File: src/rtl/uart_pkg.sv
`default_nettype none
`timescale 1ns/1ps
// ============================================================================
//  Module   : uart_pkg
//  Purpose  : Shared UART constants, receiver FSM state type and the
//             3-input majority helper used by the bit sampler.
//  Revision : 1.0  initial release
// ============================================================================
package uart_pkg;

    // Width of one UART character.
    localparam int c_BYTE = 8;

    // Clocks per bit shared by the transmitter and the receiver.
    localparam int c_BIT_PERIOD_DEFAULT = 290;

    // Receiver frame-tracking states.
    typedef enum logic [2:0] {
        IDLE    = 3'd0,
        START   = 3'd1,
        DATA    = 3'd2,
        STOP    = 3'd3,
        WAIT_HI = 3'd4
    } rxState_e;

    // Two-out-of-three vote across consecutive line samples.
    function automatic logic majority3(input logic a, input logic b, input logic c);
        return (a & b) | (a & c) | (b & c);
    endfunction

endpackage
`default_nettype wire

File: src/rtl/uart_receiver_if.sv
`default_nettype none
`timescale 1ns/1ps
// ============================================================================
//  Module   : uart_receiver_if
//  Purpose  : Serial line input and received-byte outputs of the UART
//             receiver. master = receiver, slave = line driver / consumer.
//  Revision : 1.0  initial release
// ============================================================================
interface uart_receiver_if;
    import uart_pkg::*;

    logic              RxD;
    logic [c_BYTE-1:0] RxD_data;
    logic              data_ready;
    logic              frame_err;
    logic              busy;

    modport master (
        input  RxD,
        output RxD_data,
        output data_ready,
        output frame_err,
        output busy
    );

    modport slave (
        output RxD,
        input  RxD_data,
        input  data_ready,
        input  frame_err,
        input  busy
    );

endinterface
`default_nettype wire

File: src/rtl/uart_bit_sampler.sv
`default_nettype none
`timescale 1ns/1ps
// ============================================================================
//  Module   : uart_bit_sampler
//  Purpose  : Brings the asynchronous RxD line into the clock domain, flags
//             the 1->0 start edge and majority-votes three consecutive
//             samples around the middle of each bit period.
//  Revision : 1.0  initial release
// ============================================================================
module uart_bit_sampler
    import uart_pkg::*;
#(
    parameter int HALF_PERIOD = 8,
    parameter int CNT_W       = 4
)
(
    input  wire logic             clk,
    input  wire logic             rst,
    input  wire logic             i_rxd,
    input  wire logic [CNT_W-1:0] i_bitCnt,
    output logic                  o_rxdS,
    output logic                  o_startEdge,
    output logic                  o_samplePoint,
    output logic                  o_bitVal
);

    localparam logic [CNT_W-1:0] c_SAMPLE0 = CNT_W'(HALF_PERIOD - 1);
    localparam logic [CNT_W-1:0] c_SAMPLE1 = CNT_W'(HALF_PERIOD);
    localparam logic [CNT_W-1:0] c_SAMPLE2 = CNT_W'(HALF_PERIOD + 1);

    logic r_sync1;
    logic r_sync2;
    logic r_sync3;
    logic r_s0;
    logic r_s1;

    // Synchroniser chain, edge-detect flop and the two early mid-bit samples.
    always_ff @(posedge clk) begin
        if (rst) begin
            r_sync1 <= 1'b1;
            r_sync2 <= 1'b1;
            r_sync3 <= 1'b1;
            r_s0    <= 1'b1;
            r_s1    <= 1'b1;
        end else begin
            r_sync1 <= i_rxd;
            r_sync2 <= r_sync1;
            r_sync3 <= r_sync2;
            if (i_bitCnt == c_SAMPLE0) begin
                r_s0 <= r_sync2;
            end
            if (i_bitCnt == c_SAMPLE1) begin
                r_s1 <= r_sync2;
            end
        end
    end

    // The third sample is the live synchronised line, so the vote is
    // available in the same cycle the counter reaches the sample point.
    assign o_rxdS        = r_sync2;
    assign o_startEdge   = r_sync3 & ~r_sync2;
    assign o_samplePoint = (i_bitCnt == c_SAMPLE2);
    assign o_bitVal      = majority3(r_s0, r_s1, r_sync2);

endmodule
`default_nettype wire

File: src/rtl/uart_receiver.sv
`default_nettype none
`timescale 1ns/1ps
// ============================================================================
//  Module   : uart_receiver
//  Purpose  : 8N1/8N2 serial-to-byte receiver, LSB first, idle high.
//             Qualifies the start bit, majority-samples each bit at
//             mid-period and presents each good byte with a one-cycle
//             data_ready pulse; a low stop bit gives a frame_err pulse.
//  Revision : 1.0  initial release
// ============================================================================
module uart_receiver
    import uart_pkg::*;
#(
    parameter int BIT_PERIOD = c_BIT_PERIOD_DEFAULT
)
(
    input  wire logic      clk,
    input  wire logic      rst,
    uart_receiver_if.master bus
);

    localparam int               HALF_PERIOD = BIT_PERIOD / 2;
    localparam int               c_CNT_W     = $clog2(BIT_PERIOD);
    localparam logic [c_CNT_W-1:0] c_CNT_MAX = c_CNT_W'(BIT_PERIOD - 1);

    rxState_e           r_state;
    rxState_e           w_nextState;
    logic [c_CNT_W-1:0] r_bitCnt;
    logic [2:0]         r_idx;
    logic [c_BYTE-1:0]  r_shift;
    logic [c_BYTE-1:0]  r_data;
    logic               r_dataReady;
    logic               r_frameErr;
    logic               r_edgeFlag;

    logic w_rxdS;
    logic w_startEdge;
    logic w_samplePoint;
    logic w_bitVal;
    logic w_wrap;
    logic w_shiftEn;
    logic w_idxInc;
    logic w_load;
    logic w_ferr;

    uart_bit_sampler #(
        .HALF_PERIOD (HALF_PERIOD),
        .CNT_W       (c_CNT_W)
    ) u_sampler (
        .clk           (clk),
        .rst           (rst),
        .i_rxd         (bus.RxD),
        .i_bitCnt      (r_bitCnt),
        .o_rxdS        (w_rxdS),
        .o_startEdge   (w_startEdge),
        .o_samplePoint (w_samplePoint),
        .o_bitVal      (w_bitVal)
    );

    assign w_wrap = (r_bitCnt == c_CNT_MAX);

    // FSM state register.
    always_ff @(posedge clk) begin
        if (rst) begin
            r_state <= IDLE;
        end else begin
            r_state <= w_nextState;
        end
    end

    // Next-state decode and per-cycle datapath strobes.
    always_comb begin
        w_nextState = r_state;
        w_shiftEn   = 1'b0;
        w_idxInc    = 1'b0;
        w_load      = 1'b0;
        w_ferr      = 1'b0;
        case (r_state)
            IDLE: begin
                // A start edge that landed in the last STOP cycle is
                // recovered here if the line is still low.
                if (w_startEdge || (r_edgeFlag && !w_rxdS)) begin
                    w_nextState = START;
                end
            end
            START: begin
                if (w_samplePoint && w_bitVal) begin
                    w_nextState = IDLE;
                end else if (w_wrap) begin
                    w_nextState = DATA;
                end
            end
            DATA: begin
                if (w_samplePoint) begin
                    w_shiftEn = 1'b1;
                end
                if (w_wrap) begin
                    if (r_idx == 3'd7) begin
                        w_nextState = STOP;
                    end else begin
                        w_idxInc = 1'b1;
                    end
                end
            end
            STOP: begin
                // Leave at mid stop bit so a following frame with a
                // single stop bit can start on time.
                if (w_samplePoint) begin
                    if (w_bitVal) begin
                        w_load      = 1'b1;
                        w_nextState = IDLE;
                    end else begin
                        w_ferr      = 1'b1;
                        w_nextState = WAIT_HI;
                    end
                end
            end
            WAIT_HI: begin
                if (w_rxdS) begin
                    w_nextState = IDLE;
                end
            end
            default: begin
                w_nextState = IDLE;
            end
        endcase
    end

    // Bit-period counter: restarts on every state change and at each wrap.
    always_ff @(posedge clk) begin
        if (rst) begin
            r_bitCnt <= '0;
        end else if ((w_nextState != r_state) || (r_state == IDLE) || w_wrap) begin
            r_bitCnt <= '0;
        end else begin
            r_bitCnt <= r_bitCnt + c_CNT_W'(1);
        end
    end

    // Data bit index within the character.
    always_ff @(posedge clk) begin
        if (rst) begin
            r_idx <= 3'd0;
        end else if ((r_state != DATA) && (w_nextState == DATA)) begin
            r_idx <= 3'd0;
        end else if (w_idxInc) begin
            r_idx <= r_idx + 3'd1;
        end
    end

    // LSB-first shift register, output byte and the result pulses.
    always_ff @(posedge clk) begin
        if (rst) begin
            r_shift     <= '0;
            r_data      <= '0;
            r_dataReady <= 1'b0;
            r_frameErr  <= 1'b0;
        end else begin
            if (w_shiftEn) begin
                r_shift <= {w_bitVal, r_shift[c_BYTE-1:1]};
            end
            if (w_load) begin
                r_data <= r_shift;
            end
            r_dataReady <= w_load;
            r_frameErr  <= w_ferr;
        end
    end

    // Remembers a start edge seen during STOP for the first IDLE cycle.
    always_ff @(posedge clk) begin
        if (rst) begin
            r_edgeFlag <= 1'b0;
        end else begin
            r_edgeFlag <= (r_state == STOP) && w_startEdge;
        end
    end

    assign bus.RxD_data   = r_data;
    assign bus.data_ready = r_dataReady;
    assign bus.frame_err  = r_frameErr;
    assign bus.busy       = (r_state != IDLE);

endmodule
`default_nettype wire

File: src/flat_wrapper.sv
// flat-port wrapper written by rule: the top's interface ports become plain ports
module uart_receiver_flat import uart_pkg::*;
#(
    parameter int BIT_PERIOD = c_BIT_PERIOD_DEFAULT
)
  (clk, rst, bus_RxD, bus_RxD_data, bus_data_ready, bus_frame_err, bus_busy);
  uart_receiver_if bus_i ();
  input  wire logic clk;
  input  wire logic rst;
  input wire logic [$bits(bus_i.RxD)-1:0] bus_RxD;
  output wire logic [$bits(bus_i.RxD_data)-1:0] bus_RxD_data;
  output wire logic [$bits(bus_i.data_ready)-1:0] bus_data_ready;
  output wire logic [$bits(bus_i.frame_err)-1:0] bus_frame_err;
  output wire logic [$bits(bus_i.busy)-1:0] bus_busy;
  assign bus_i.RxD = bus_RxD;
  assign bus_RxD_data = bus_i.RxD_data;
  assign bus_data_ready = bus_i.data_ready;
  assign bus_frame_err = bus_i.frame_err;
  assign bus_busy = bus_i.busy;
  uart_receiver #(.BIT_PERIOD(BIT_PERIOD)) u_core (.clk(clk), .rst(rst), .bus(bus_i));
endmodule
File: config.mk
export PLATFORM = sky130hd
export DESIGN_NAME = uart_receiver_flat
export DESIGN_NICKNAME = d
export VERILOG_FILES = /design/src/rtl/uart_pkg.sv /design/src/rtl/uart_receiver_if.sv /design/src/rtl/uart_bit_sampler.sv /design/src/rtl/uart_receiver.sv /design/src/flat_wrapper.sv
export SDC_FILE = /design/constraint.sdc
export NUM_CORES = 1
export LEC_CHECK = 0
export BUFFER_PORTS_ARGS = -buffer_cell sky130_fd_sc_hd__buf_4
export CORE_MARGIN = 2
export CORE_UTILIZATION = 52
export DETAILED_ROUTE_END_ITERATION = 7
export PLACE_DENSITY = 0.81
export SYNTH_ARGS = -nofsm -noshare
export SYNTH_HDL_FRONTEND = slang
export SYNTH_SLANG_ARGS = --single-unit
File: constraint.sdc
create_clock -name clk -period 1.7 [get_ports clk]
set_input_delay 0.17 -clock clk [delete_from_list [all_inputs] [get_ports clk]]
set_output_delay 0.17 -clock clk [all_outputs]
set_load 0.005 [all_outputs]
==> key figures <==
Status
  • Status: finished, violations left
  • Failing checks: setup timing

Run
  • # Max-Cap Violations: 0

Synth
  • Synth warnings: 0
  • Mapped Nets: roughly 190
  • Number of synthesized register bits: 39
  • Count of cell types in the netlist: 39
  • Sequential area share after synthesis: 46.1%
  • Mapped Area: about 1700 um2
  • Cells after Synth: roughly 180
  • Synthesized area per cell: slightly above 9 um2

Drt
  • DR DRC count: 0
  • Via count: 1367
  • Iteration count of the initial detailed-routing pass: 4
  • Initial drt markers: 65
  • Routed wire length: 3380 um
  • Vias per std cell: 5.42
  • Post-DRT Antenna Nets: 0
  • Routed WL per cell: 13.4 um

Finish
  • Fillers: 263
  • Share of layout cells above drive strength 1: 26.0%
  • Antenna fix cells: 0
  • Area Overhead vs Synth: 20.5%
  • Commonest non-fill, non-tap cell in the layout: dfxtp_1
  • Commonest cells after routing, fill and taps aside: 35 x dfxtp_1, 23 x buf_4, 21 x nand2_1, 18 x nor2_1
  • Final #Nets: 216
  • Finished Core Util: 66.3%
  • Final std cell area, no fill: 2040 um2

Floorplan
  • Die Y: 61.1 um
  • Die W: 61.1 um
  • Row count: 20
  • Initial Util: around 55%
  • Core Area: a little over 3000 um2
  • I/O pin count: 14
  • Die footprint: roughly 3700 um2

Pwr
  • Combinational group share of total power: 2.7%
  • Cell-internal power: ~1.4 mW
  • P per Cell Area: 850 nW/um2
  • Clock network power share: 44.0%
  • Maximum vdd drop: 0.000601 V
  • Switch Pwr: approximately 0.34 mW
  • Total power: ~1.7 mW
  • Net Sw Frac: 19.4%
  • Leakage power total: 0.847 nW
  • Reg power frac: 53.3%

Worst setup path
  • Worst-path maximum fanout: 5
  • Worst R2R End: u_core.r_bitCnt[1]
  • Crit. End Element: flip-flop
  • CP arrival: 1.96 ns
  • Critical path class: flip-flop to flip-flop
  • Cell family with most CP delay: simple AND/OR/NAND/NOR gates
  • Flop2flop setup slack: -0.02 ns
  • Cell Chain, Critical Path: and4bb_4, nand3_2, buf_4, a32o_2, a22oi_2, nor3b_1
  • Crit-path slowest cell: and4bb_4
  • Worst endpoint required time: approximately 1.9 ns
  • R2R cell count: 6
  • Critical Path Start Type: flip-flop
  • FF-to-FF Start: u_core.r_bitCnt[8]
  • Bufs and invs on worst path: 1
  • Critical path's largest stage delay: 0.37 ns

STA
  • Setup ws final: -0.0216 ns
  • Final hold viol count: 0
  • Setup TNS: -0.0548 ns
  • Setup violations, final: 5
  • Worst slew pin tran: 0.437 ns
  • Slew margin rel.: 70.4%
  • RSZ-0062 raised after global routing: yes
  • Max Freq: between 0.5 and 0.6 GHz
  • Tmin final: 1.72 ns
  • Final worst-path cycle share: 101%
  • Clock skew: 0.00931 ns
  • Fin Hold WS: 0.154 ns
  • Max-slew violations: 0

Hold path
  • Min-Delay Endpoint: u_core.bus.RxD_data[6]
  • Hold_sp: rst
  • Hold path cells: 2
  • Worst Hold Class: primary input to flip-flop

Global route
  • Gr usage total: 21.0%
  • First-pass GRT wire length: 5750 um
  • Initial antenna violation count: 0
  • Largest net degree at the start of global routing: 27
  • Total grt overflow: 0
  • Number of global-route vias before repair: 1303

Placement
  • PortBufs: 13
  • Routability cong.: 0.859
  • Final HPWL DP: 2380 um
  • Post-Place Cell Area: 1870 um2

Clocking
  • Worst-path clk slew: roughly 0.12 ns
  • # H-tree levels: 2
  • CTS Buf Count: 5
  • Clock latency on the worst-skew pair: 0.35 ns
  • TritonCTS clock tree: yes
  • Clk buf depth: 2
  • Root Driver: clkbuf_4
  • Clock sinks: 39
-- power groups by stage --
stage | registers (mW) | clock network (mW) | logic, mW
detailed placement | 0.944 | 0 | 0.0416
floorplan | 0.942 | 0 | 0.0313
global route | 0.925 | 0.811 | 0.0512
global placement | 0.944 | 0 | 0.0406
finish | 0.924 | 0.763 | 0.0467
CTS | 0.924 | 0.778 | 0.0444
-- per-layer routing --
metal | up-vias | wire, um | GRT usage, %
met5 | - | 0 | 0
met4 | 0 | 47 | 7.45
met3 | 7 | 130 | 6.30
met2 | 28 | 1730 | 35.9
met1 | 656 | 1470 | 25.1
li1 | 676 | - | -
-- synth_stat cells --
cell      count  area [um2]
nand2_1      21        78.8
inv_1         6        22.5
a32o_1        1        10.0
o21a_1        1        7.51
and4bb_4      1        16.3
a22oi_2       1        12.5
or3_1         5        31.3
inv_2         1        3.75
and2_1        2        12.5
buf_2         1        5.00
or2_2         4        25.0
and4bb_2      1        12.5
nor2_1       18        67.6
nor4_1        2        12.5
nand2b_1      1        6.26
nor3_4        2        32.5
nand4_1       2        12.5
and3_1        2        12.5
a32oi_1       1        8.76
o211ai_1      1        7.51
xor2_1        7        61.3
nor2_2        1        6.26
buf_6         1        11.3
ha_1          6        75.1
nor3b_1       1        7.51
a21oi_1      12        60.1
dfxtp_1      39         781
clkbuf_1      5        18.8
nand3b_1      2        15.0
nor2b_1       2        12.5
a21o_1        1        7.51
nor3_1        6        30.0
a31oi_1       2        12.5
o21ai_0       2        10.0
mux2i_1      12         120
nand3_1       6        30.0
nand3_2       1        10.0
nor4b_1       2        17.5
xnor2_1       1        8.76
-- flip-flops by register name, indices dropped and copies added (netlist names) --
register / count
u_core.u_sampler.r_s1: 1
u_core.r_edgeFlag: 1
u_core.r_shift: 8
u_core.u_sampler.r_s0: 1
u_core.bus.frame_err: 1
u_core.bus.RxD_data: 8
u_core.u_sampler.r_sync1: 1
u_core.r_bitCnt: 9
u_core.u_sampler.r_sync3: 1
u_core.u_sampler.o_rxdS: 1
u_core.r_state: 3
u_core.bus.data_ready: 1
u_core.r_idx: 3
-- final cells by class --
type	count	area (um2)	area share, %
clock inverters	2	60.1	2.94
inverters	7	26.3	1.29
flip-flops and latches	39	786	38.5
well taps	44	55.1	2.70
clock buffers	6	41.3	2.02
multi-input cells	130	890	43.6
repair buffers	24	183	8.95
-- cells by family after synthesis --
logic type | after synthesis | synth area share (%)
adder cells (fa/ha/maj) | 6 | 4.43
XOR/XNOR | 8 | 4.14
AO/OA/AOI/OAI | 22 | 8.06
multiplexers | 12 | 7.10
buffers and inverters | 14 | 3.62
flip-flops | 39 | 46.1
AND/OR/NAND/NOR | 82 | 26.5
-- how the worst max path moves through the flow --
stage / start / to / cells after the start
floorplan: u_core.r_bitCnt[0] / u_core.r_bitCnt[1] / 6
global route: u_core.r_bitCnt[1] / u_core.r_bitCnt[4] / 7
CTS: u_core.r_bitCnt[1] / u_core.r_bitCnt[4] / 7
detailed placement: u_core.r_bitCnt[1] / u_core.r_bitCnt[4] / 7
finish: u_core.r_bitCnt[8] / u_core.r_bitCnt[1] / 6
global placement: u_core.r_bitCnt[1] / u_core.r_bitCnt[4] / 7
-- timing repair --
item,4_1_cts,5_1_grt
buffers inserted,1,1
hold endpoints to repair,1,0
endpoints found under the setup margin,16,16
gates resized for setup,11,2
pin swaps,10,4
hold buffers,1,0
-- metrics by stage --
step / setup WS (ns) / std cells
after floorplan: 0.0349 / 183
after global placement: -0.0112 / 241
after global routing: -0.0830 / 252
final: -0.0216 / 252
after CTS: -0.0287 / 251
after detailed placement: -0.0502 / 241
Power figures use the tool's default switching activity.
